--- config.mk ---
export PLATFORM = sky130hd
export DESIGN_NAME = trig_level_gen
export DESIGN_NICKNAME = d
export VERILOG_FILES = /design/src/rtl/trig_level_gen.sv
export SDC_FILE = /design/constraint.sdc
export NUM_CORES = 1
export LEC_CHECK = 0
export BUFFER_PORTS_ARGS = -buffer_cell sky130_fd_sc_hd__buf_2
export CORE_ASPECT_RATIO = 2
export CORE_UTILIZATION = 40
export CTS_CLUSTER_SIZE = 30
export DETAILED_ROUTE_END_ITERATION = 8
export GPL_TIMING_DRIVEN = 0
export HOLD_SLACK_MARGIN = 0.05
export PLACE_DENSITY_LB_ADDON = 0.1
export SYNTH_ARGS = -nofsm -noshare
export SYNTH_HDL_FRONTEND = slang
export SYNTH_SLANG_ARGS = --single-unit
--- constraint.sdc ---
create_clock -name sys_clk -period 3 [get_ports sys_clk]
set_input_delay 0.9 -clock sys_clk [delete_from_list [all_inputs] [get_ports sys_clk]]
set_output_delay 0.9 -clock sys_clk [all_outputs]
set_load 0.02 [all_outputs]
--- src/rtl/trig_level_gen.sv ---
// trig_level_gen: level trigger with optional hysteresis and glitch filter.
// Optional feature macro: TRIG_HYST_EN (hysteresis band via hyst input).
module trig_level_gen #(
  parameter int DATA_W = 8,
  parameter int FILT_W = 4,
  parameter int CNT_W  = 16
) (
  input  logic              sys_clk,
  input  logic              sys_rst,
  input  logic [DATA_W-1:0] ad_data,
  input  logic              ad_valid,
  input  logic [DATA_W-1:0] trig_level,
  input  logic [DATA_W-1:0] hyst,
  input  logic [FILT_W-1:0] filt_len,
  input  logic              trig_edge,
  output logic              trigger,
  output logic              trig_pulse,
  output logic [CNT_W-1:0]  edge_cnt
);

  typedef enum logic [1:0] {
    LOW,
    RISE_PEND,
    HIGH,
    FALL_PEND
  } state_t;

  state_t state;

  logic [FILT_W-1:0] fcnt;
  logic [FILT_W-1:0] flen;
  logic [FILT_W:0]   fnext;
  logic              done;
  logic [DATA_W-1:0] hi_th;
  logic [DATA_W-1:0] lo_th;
  logic              above;
  logic              below;

`ifdef TRIG_HYST_EN
  logic [DATA_W:0] hi_sum;

  assign hi_sum = {1'b0, trig_level} + {1'b0, hyst};
  assign hi_th  = hi_sum[DATA_W] ? '1 : hi_sum[DATA_W-1:0];
  assign lo_th  = (trig_level > hyst) ? trig_level - hyst : '0;
`else
  logic unused_hyst;

  assign unused_hyst = ^hyst;
  assign hi_th       = trig_level;
  assign lo_th       = trig_level;
`endif

  assign above = ad_data >= hi_th;
  assign below = ad_data < lo_th;

  // A zero filter length behaves like one.
  assign flen  = (filt_len == '0) ? FILT_W'(1) : filt_len;
  assign fnext = {1'b0, fcnt} + (FILT_W + 1)'(1);
  assign done  = fnext >= {1'b0, flen};

  // Qualification FSM with registered level, pulse and edge counter.
  always_ff @(posedge sys_clk) begin
    if (sys_rst) begin
      state      <= LOW;
      fcnt       <= '0;
      trigger    <= 1'b0;
      trig_pulse <= 1'b0;
      edge_cnt   <= '0;
    end else begin
      trig_pulse <= 1'b0;
      if (ad_valid) begin
        unique case (state)
          LOW, RISE_PEND: begin
            if (!above) begin
              state <= LOW;
              fcnt  <= '0;
            end else if (done) begin
              state   <= HIGH;
              fcnt    <= '0;
              trigger <= 1'b1;
              if (trig_edge) begin
                trig_pulse <= 1'b1;
                edge_cnt   <= edge_cnt + CNT_W'(1);
              end
            end else begin
              state <= RISE_PEND;
              fcnt  <= fnext[FILT_W-1:0];
            end
          end
          HIGH, FALL_PEND: begin
            if (!below) begin
              state <= HIGH;
              fcnt  <= '0;
            end else if (done) begin
              state   <= LOW;
              fcnt    <= '0;
              trigger <= 1'b0;
              if (!trig_edge) begin
                trig_pulse <= 1'b1;
                edge_cnt   <= edge_cnt + CNT_W'(1);
              end
            end else begin
              state <= FALL_PEND;
              fcnt  <= fnext[FILT_W-1:0];
            end
          end
          default: begin
            state <= LOW;
            fcnt  <= '0;
          end
        endcase
      end
    end
  end

endmodule

; ---- Word level (Yosys, flattened, before mapping)
; Cells that the tools add are included.
[totals]
regBits = 24
output_inout_bits = 18
input_bits = 32
[op_classes]
bitwise = 1
n_eq_ne = 9
order_cmp = 3
muxes = 29
n_addsub = 2
reduce_logical = 7
[ops]
columns = op, count
row1 = $mux 16, 6
row2 = $pmux 16 s2, 1
row3 = $add 16x1->16 const B, 1
row4 = $mux 4, 4
row5 = $ne 2x2->1 const B, 6
row6 = $mux 1, 10
row7 = $ge 8x8->1, 1
row8 = $lt 8x8->1, 1
row9 = $mux 2, 4
row10 = $pmux 4 s2, 1
row11 = $reduce_and 7->1, 1
row12 = $reduce_or 2->1, 3
row13 = $add 4x1->5 const B, 1
row14 = $ge 5x4->1, 1
row15 = $reduce_and 5->1, 1
row16 = $eq 2x2->1 const B, 2
row17 = $logic_not 4->1, 1
row18 = $pmux 1 s2, 2
row19 = $pmux 2 s2, 1
row20 = $eq 2x1->1 const B, 1
row21 = $logic_not 2->1, 1
row22 = $not 1->1, 1

; ---- Logic depth before layout (Yosys ltp)
; Gate-level depths: netlist (run 1).
[logic_depth]
ltp_word = 6
depth_mapped = 10
mapped_depth_nobuf = 9

; ---- Least setup slack after synthesis (run 1)
; OpenSTA, ideal clock, no wires.
[synth_path]
kind = input port to flip-flop
start = input filt_len[2]
end = register edge_cnt[11]
path_buffers = 1
t_arrival_ns = 2.782
path_slack_ns = 0.095
required_time_ns = 2.877
cell_stages = 10
path_cell_list = inv_1 > a31o_2 > ha_1 > nor2b_1 > o21ai_1 > a31o_4 > nand3_4 > buf_6 > a2111oi_1 > mux2_1
[synth_between]
elab_chain_cells = 5
word_cells_on_any_way = 6
cone_classes = order compare: 1 / eq/ne: 2 / mux: 1 / reduce/logical: 2
[synth_lines]
columns = element, line_no
row1 = "start, declared", 14  ; input logic [FILT_W-1:0] filt_len,
row2 = $logic_not 4->1, 57  ; assign flen = (filt_len == '0) ? FILT_W'(1) : filt_len;
row3 = $mux 4 *, 57
row4 = $ge 5x4->1 *, 59  ; assign done = fnext >= {1'b0, flen};
row5 = $ne 2x2->1 (no line), -
row6 = $reduce_and 7->1 (no line) *, -
row7 = "end signal, assigned", 83  ; edge_cnt <= edge_cnt + CNT_W'(1);
row8 = "end signal, assigned", 100  ; edge_cnt <= edge_cnt + CNT_W'(1);
row9 = "end, declared", 18  ; output logic [CNT_W-1:0] edge_cnt
; Every way passes the cells marked *; elsewhere a longest branch is shown, timed or not.
; A chain may end at the register's enable or synchronous reset.

; ---- Final worst setup path (run 1)
; Same ends and word-level chain as after synthesis.

==> reports/qor.yml, run 1 <==
ys_seq_elements: 23
initialDrtViolationCount: 17
pin_count: 50
drive_gt1_share_pct: 25.5
arrival_ns: 3.12
grt_max_degree: 13
fin_area_sq_um: 1970
syn_nets: 245
core_area_sq_um: 3920
layout.cells.non_filler: 294
tritoncts: "done"
setup_viol: 0
power_frac_comb_pct: 16.4
synth-async-reset-ratio_pct: 0
ys_types: 49
drv_cap: 0
numClockSinks: 23
timing.fmax_mhz: 338
cp_max_fo: 10
p_seq_share_pct: 51.3
die_area_sq_um: 4420
fin_crit_sh_pct: 98.8
endpoint_kind: "flip-flop"
wl_per_cell_um: 13.0
power_switching_w: 0.000165
synth_enable_flop_cells: 0
synth_flop_cell: "dfxtp_1"
routed_via_density: 5.29
start_kind: "input port"
hold_viol_final: 0
synth_cells: 199
yosysMostFrequentCell: "dfxtp_1"
dpl_cell_area_sq_um: 1920
vias: 1556
relSlewSlack_pct: 66.5
pwr-share-clk_pct: 32.3
power_density_nw_per_um2: 307
die_y_um: 93.0
fin_skew_ns: 0.00126
cp_data_required_time_ns: 3.16
cts_buffer_depth: 2
grt_pass1_vias: 1488
outcome: "finished, final reports clean"
synth_top_area_share_pct: 27.8
cts_root_buf: "clkbuf_8"
finalPower_w: 0.000606
leakagePower_nw: 0.905
ant_nets: 0
sw_frac_of_total_pct: 27.2
drt_wl_total_um: 3820
gp_congestion: 0.811
die_w_um: 47.5
crit_type: "input port to flip-flop"
dpl.cell_count: 290
avgSynthCellArea_sq_um: 8.32
netlist_area_sq_um: 1660
n_antenna_cell: 0
initial_core_util_pct: 42.2
row_count: 32
firstDrtPassIters: 4
synthTopCellsByCount: "dfxtp_1 (23), nand2_1 (19), inv_1 (16), nor2_1 (15), nor2b_1 (15)"
p_int_w: 0.000441
cts_buffers: 3
clk_latency_ns: 0.26
grt_pass1_wl_um: 6240
final_nets: 290
vdd_ir_drop_max_uv: 150
synth_area_leaders: "dfxtp_1 (28%), ha_1 (11%), mux2_2 (6.1%), nor2b_1 (5.7%), nand2_1 (4.3%)"
dp_hpwl_um: 3090
ys_seq_area_share_pct: 27.8
drc: 0
holdCritPathClass: "flip-flop to flip-flop"
overflow: 0
tightest_slew_ns: 0.501
rsz0062_at_grt: "yes"
area_growth_pct: 19.2
grt_util_all_layers_pct: 19.3
n_fill_cell: 418
yosysTopAreaCell: "dfxtp_1"
cts_max_level: 1
clk_pin_slew_ns: 0.08
port-buffer-count: 40
finalCriticalPeriod_ns: 2.96
antenna_found_initial: 0
yosys_warnings: 0
finalMaxSlewViolations: 0
worst paths after layout:
| check | start | to | slack [ns] | depth (start not counted) |
|---|---|---|---|---|
| max | filt_len[2] | edge_cnt[11] | 0.04 | 11 |
| min | fcnt[1] | fcnt[1] | 0.49 | 2 |
| max reg2reg | fcnt[0] | edge_cnt[11] | 0.20 | 10 |
| min reg2reg | fcnt[1] | fcnt[1] | 0.49 | 2 |
power by group through the flow:
stage                     clock network, W   logic, W  registers, W
after floorplan                          0  0.0000634      0.000318
after global placement                   0  0.0000989      0.000318
after detailed placement                 0   0.000100      0.000318
after CTS                         0.000204   0.000100      0.000311
after global routing              0.000215   0.000114      0.000311
final                             0.000196  0.0000992      0.000311
sequential cells by signal (all words and copies together), names as in the netlist:
register,flops
state,1
edge_cnt,16
trig_pulse,1
fcnt,4
trigger,1
layer usage:
| layer | share of wire (%) | up-vias | global-route usage, % |
|---|---|---|---|
| li1 | - | 799 | - |
| met1 | 38 | 704 | 18.1 |
| met2 | 56 | 42 | 36.2 |
| met3 | 3.3 | 11 | 2.12 |
| met4 | 3.2 | 0 | 10.5 |
| met5 | 0 | - | 0 |
worst max-delay path: stages:
cell and delay [ns]:
buf_2 0.07, inv_1 0.04, a31o_2 0.24, ha_1 0.27
nor2b_1 0.04, o21ai_1 0.22, a31o_4 0.25, nand3_4 0.09
buf_6 0.15, a2111oi_1 0.49, mux2_1 0.37
area by class of cell:
class	count	area, sq um	area share (%)
clock buffers	4	45.0	2.28
multi-input cells	152	1100	56.0
inverters	17	63.8	3.23
well taps	51	63.8	3.23
repair buffers	40	200	10.1
flip-flops and latches	23	460	23.3
plain buffers	7	35.0	1.78
metrics by stage:
stage                     setup WS, ns  setup TNS (ns)  hold WS (ns)  util (%)
final                           0.0373               0         0.490      50.3
after global routing           -0.0264         -0.0547         0.507      50.3
after CTS                       0.0104               0         0.493      50.1
after detailed placement        -0.285           -1.94         0.480      48.9
after global placement          -0.299           -1.80         0.475      48.9
after floorplan                 0.0946               0         0.449         -
timing repair:
action | CTS | global route
endpoints found under the setup margin | 1 | 7
buffers inserted | 0 | 0
hold buffers | 0 | 0
gates resized for setup | 1 | 2
layout by cell type (no fill, tap or decap), types with 4 or more instances in the layout:
master / instances
nand3_1: 9
a2111oi_1: 4
nand2_1: 18
mux2_1: 5
ha_1: 14
a21oi_1: 14
mux2_2: 9
a211oi_1: 5
nor2b_1: 15
buf_2: 41
clkbuf_1: 6
dfxtp_1: 23
nor2_1: 15
nand4_1: 4
inv_1: 16
cells by family after synthesis:
group           synth area share (%)
fa+ha+maj                       10.6
xor+xnor                        1.59
buf+inv                         5.97
simple gates                    23.7
compound gates                  20.3
mux                             10.1
flops                           27.8
(Power assumes the default switching activity.)
==> inputs of run 2 (changes only) <==
--- a/config.mk
+++ b/config.mk
@@ -8,6 +8,7 @@
 export BUFFER_PORTS_ARGS = -buffer_cell sky130_fd_sc_hd__buf_2
 export CORE_ASPECT_RATIO = 2
 export CORE_UTILIZATION = 40
+export CTS_BUF_LIST = sky130_fd_sc_hd__clkbuf_8
 export CTS_CLUSTER_SIZE = 30
 export DETAILED_ROUTE_END_ITERATION = 8
 export GPL_TIMING_DRIVEN = 0
==> reports/qor.yml, run 2 (same netlist as run 1, synthesis figures left out) <==
start_kind: "input port"
top_register: "edge_cnt"
numClockSinks: 23
layout_commonest_cell: "buf_2"
firstDrtPassIters: 4
finalPower_w: 0.000603
row_count: 32
endpoint_kind: "flip-flop"
routed_via_density: 5.29
tritoncts: "done"
gp_congestion: 0.811
holdCritPathClass: "flip-flop to flip-flop"
rsz0062_at_grt: "yes"
drt_wl_total_um: 3820
grt_util_all_layers_pct: 19.3
timing.fmax_mhz: 338
fin_crit_sh_pct: 98.7
die_w_um: 47.5
cp_slowest_cell: "a2111oi_1"
drv_cap: 0
multiInputGateArea_sq_um: 1100
die_area_sq_um: 4420
r2r_start: "fcnt[0]"
power_density_nw_per_um2: 305
wl_per_cell_um: 13.0
n_antenna_cell: 0
max_stage_delay_ns: 0.49
port-buffer-count: 40
drc: 0
area_growth_pct: 19.2
cp_max_fo: 10
finalMaxSlewViolations: 0
vias: 1556
antenna_found_initial: 0
dpl_cell_area_sq_um: 1920
outcome: "finished, final reports clean"
cts_root_buf: "clkbuf_8"
reg.largest.list: "edge_cnt x16, fcnt x4"
largest_register_ffs: 16
dp_hpwl_um: 3090
grt_pass1_wl_um: 6240
crit_chain: "buf_2, inv_1, a31o_2, ha_1, nor2b_1, o21ai_1, a31o_4, nand3_4, buf_6, a2111oi_1, mux2_1"
fin_skew_ns: 0.00126
vdd_ir_drop_max_uv: 150
cts_buffers: 3
drive_gt1_share_pct: 25.5
cp_data_required_time_ns: 3.16
initial_core_util_pct: 42.2
die_y_um: 93.0
tightest_slew_ns: 0.501
final_cell_mix: "buf_2 (41), dfxtp_1 (23), nand2_1 (18)"
relSlewSlack_pct: 66.5
setup_viol: 0
fin_area_sq_um: 1970
finalCriticalPeriod_ns: 2.96
clk_pin_slew_ns: 0.08
ant_nets: 0
arrival_ns: 3.12
cts_buffer_depth: 2
grt_max_degree: 13
core_area_sq_um: 3920
final_nets: 290
n_fill_cell: 418
grt_pass1_vias: 1488
clk_latency_ns: 0.27
layout.cells.non_filler: 294
crit_type: "input port to flip-flop"
cts_max_level: 1
crit_start: "filt_len[2]"
dpl.cell_count: 290
leakagePower_nw: 0.909
overflow: 0
initialDrtViolationCount: 17
regArea_sq_um: 460
min-delay-start: "fcnt[1]"
hold_viol_final: 0
pin_count: 50
cts_setup_buffers: 0
==> run 2: cell types whose count changed in the layout (fill, tap and decap cells not counted), sizes merged <==
cell	change
clkbuf	-1
inv	+1
==> run 2: worst max-delay path, delay by kind of cell <==
family                     cells  cell delay [ns]
muxes                          1             0.37
adders and majority gates      1             0.27
buffers and inverters          3             0.26
and+or+nand+nor                2             0.13
AOI/OAI and AO/OA              4             1.20
==> run 2: per-layer routing <==
| metal | share of wire, % | vias up | GRT usage (%) | wire (um) |
|---|---|---|---|---|
| met2 | 56 | 42 | 36.2 | 2130 |
| met4 | 3.2 | 0 | 10.5 | 122 |
| met3 | 3.3 | 11 | 2.12 | 128 |
| li1 | - | 799 | - | - |
| met1 | 38 | 704 | 18.1 | 1440 |
| met5 | 0 | - | 0 | 0 |
==> run 2: power breakdown <==
group           total, W  internal (W)  leakage, nW  switching [W]
registers       0.000311      0.000308        0.185     0.00000286
clock network   0.000193     0.0000915       0.0269       0.000101
logic          0.0000992     0.0000384        0.697      0.0000609
total           0.000603      0.000438        0.909       0.000165
==> run 2: what timing repair did <==
| action | in CTS | in global routing |
|---|---|---|
| gates resized for setup | 1 | 2 |
| hold buffers | 0 | 0 |
| gates cloned | 0 | 0 |
| endpoints found under the setup margin | 1 | 7 |
==> run 2: final timing paths <==
kind	endpoint	slack, ns	depth (start not counted)
worst min-delay path	fcnt[1]	0.49	2
worst min register to register	fcnt[1]	0.49	2
worst max register to register	edge_cnt[11]	0.20	10
worst max-delay path	edge_cnt[11]	0.04	11
==> run 2: cell type report <==
type / instances / area share, %
clock buffers: 3 / 2.09
plain buffers: 7 / 1.78
well taps: 51 / 3.23
flip-flops and latches: 23 / 23.3
repair buffers: 40 / 10.1
clock inverters: 1 / 0.190
inverters: 17 / 3.23
multi-input cells: 152 / 56.0
==> run 2: per-stage QoR <==
stage | hold slack, ns | TNS (ns) | util, % | worst slack [ns]
after floorplan | 0.449 | 0 | - | 0.0946
after global placement | 0.475 | -1.80 | 48.9 | -0.299
after detailed placement | 0.480 | -1.94 | 48.9 | -0.285
after CTS | 0.493 | 0 | 50.1 | 0.0104
after global routing | 0.507 | -0.0532 | 50.3 | -0.0259
final | 0.490 | 0 | 50.3 | 0.0378
==> inputs of run 3 (changes only) <==
--- a/config.mk
+++ b/config.mk
@@ -7,10 +7,11 @@
 export LEC_CHECK = 0
 export BUFFER_PORTS_ARGS = -buffer_cell sky130_fd_sc_hd__buf_2
 export CORE_ASPECT_RATIO = 2
-export CORE_UTILIZATION = 40
+export CORE_UTILIZATION = 50
 export CTS_BUF_LIST = sky130_fd_sc_hd__clkbuf_8
 export CTS_CLUSTER_SIZE = 30
 export DETAILED_ROUTE_END_ITERATION = 8
+export GPL_ROUTABILITY_DRIVEN = 0
 export GPL_TIMING_DRIVEN = 0
 export HOLD_SLACK_MARGIN = 0.05
 export PLACE_DENSITY_LB_ADDON = 0.1
==> constraint.sdc (replaced) <==
create_clock -name sys_clk -period 3.7 [get_ports sys_clk]
set_input_delay 1.11 -clock sys_clk [delete_from_list [all_inputs] [get_ports sys_clk]]
set_output_delay 1.11 -clock sys_clk [all_outputs]
set_load 0.02 [all_outputs]
==> reports/qor.yml, run 3 (same netlist as run 1, synthesis figures left out) <==
crit_type: "input port to flip-flop"
cts_buffers: 3
dp_hpwl_um: 2930
start_kind: "input port"
port-buffer-count: 40
power_density_nw_per_um2: 251
cts_root_buf: "clkbuf_8"
initial_core_util_pct: 52.4
grt_max_degree: 13
cts_max_level: 1
critPathBufInv: 3
cp_slowest_cell: "a2111oi_1"
top_register: "edge_cnt"
core_area_sq_um: 3160
rsz0062_at_grt: "no"
clk_pin_slew_ns: 0.08
setup_viol: 0
numClockSinks: 23
n_fill_cell: 321
timing.fmax_mhz: 311
area_growth_pct: 17.2
vias: 1589
endpoint_kind: "flip-flop"
holdCritPathClass: "flip-flop to flip-flop"
crit_chain: "buf_2, inv_1, a31o_2, ha_1, nor2b_1, o21ai_1, a31o_4, nand3_4, buf_6, a2111oi_1, mux2_1"
final_cell_mix: "buf_2 (41), dfxtp_1 (23), nand2_1 (19)"
layout_commonest_cell: "buf_2"
die_y_um: 83.4
antenna_found_initial: 0
pin_count: 50
wl_per_cell_um: 13.6
ant_nets: 0
die_area_sq_um: 3560
path_delay_family: "compound AO/OA/AOI/OAI gates"
finalMaxSlewViolations: 0
fin_crit_sh_pct: 87.0
fin_skew_ns: 0.00175
tritoncts: "done"
largest_register_ffs: 16
final_nets: 290
grt_util_all_layers_pct: 21.8
outcome: "finished, final reports clean"
cts_resized: 0
setup-tns-final_ns: 0
arrival_ns: 3.38
cts_hold_buf: 0
cp_data_required_time_ns: 3.86
leakagePower_nw: 0.909
drv_cap: 0
cts_buffer_depth: 2
grt_pass1_vias: 1544
relSlewSlack_pct: 64.2
drt_wl_total_um: 3720
hold_viol_final: 0
vdd_ir_drop_max_uv: 157
firstDrtPassIters: 4
cp_max_fo: 10
drive_gt1_share_pct: 24.7
row_count: 29
finalPower_w: 0.000486
finalCriticalPeriod_ns: 3.22
drc: 0
cts_setup_buffers: 0
clk_latency_ns: 0.26
grt_pass1_wl_um: 6290
routed_via_density: 5.80
n_antenna_cell: 0
tightest_slew_ns: 0.535
max_stage_delay_ns: 0.53
overflow: 0
initialDrtViolationCount: 41
die_w_um: 42.7
reg.largest.list: "edge_cnt x16, fcnt x4"
-- run 3: per-stage QoR --
stage               setup WS [ns]  instances  util [%]  area (sq um)  hold slack, ns
floorplan                   0.585        199         -          1660           0.449
global placement            0.247        270      60.0          1890           0.476
detailed placement          0.213        270      60.0          1890           0.475
CTS                         0.498        274      61.4          1940           0.487
global route                0.394        274      61.4          1940           0.528
finish                      0.480        274      61.4          1940           0.482
-- run 3: worst reg2reg max path: cells and delay by family (launching register included) --
kind,cells,cell delay (ns)
AOI/OAI and AO/OA,3,0.99
adders and majority gates,2,0.56
muxes,1,0.37
DFF,1,0.36
xor gates and xnor gates,1,0.16
buffers and inverters,1,0.15
and+or+nand+nor,2,0.14
-- run 3: area by class of cell --
| type | count | area (sq um) | area share [%] |
|---|---|---|---|
| tap | 31 | 38.8 | 2.00 |
| buffer | 7 | 35.0 | 1.81 |
| clock buffer | 3 | 41.3 | 2.13 |
| timing repair buffer | 40 | 200 | 10.3 |
| inverter | 17 | 63.8 | 3.29 |
| clock inverter | 1 | 3.75 | 0.194 |
| multi-input combinational | 152 | 1100 | 56.5 |
| sequential | 23 | 460 | 23.7 |
-- run 3: worst paths after layout --
path | start | end | slack, ns | cells after the start
max | filt_len[2] | edge_cnt[12] | 0.48 | 11
min | fcnt[1] | fcnt[1] | 0.48 | 2
min reg2reg | fcnt[1] | fcnt[1] | 0.48 | 2
max reg2reg | fcnt[0] | edge_cnt[12] | 0.85 | 10
-- run 3: report_power, final --
group | leakage, nW | switching (W) | internal, W
clock network | 0.0269 | 0.0000813 | 0.0000741
registers | 0.185 | 0.00000223 | 0.000249
logic | 0.696 | 0.0000481 | 0.0000309
total | 0.909 | 0.000132 | 0.000354
-- run 3: layer usage --
layer	vias up	routed length, um	track usage (%)
met3	12	132	1.74
met1	720	1460	22.4
li1	800	-	-
met4	0	121	14.2
met2	57	2000	39.4
met5	-	0	0
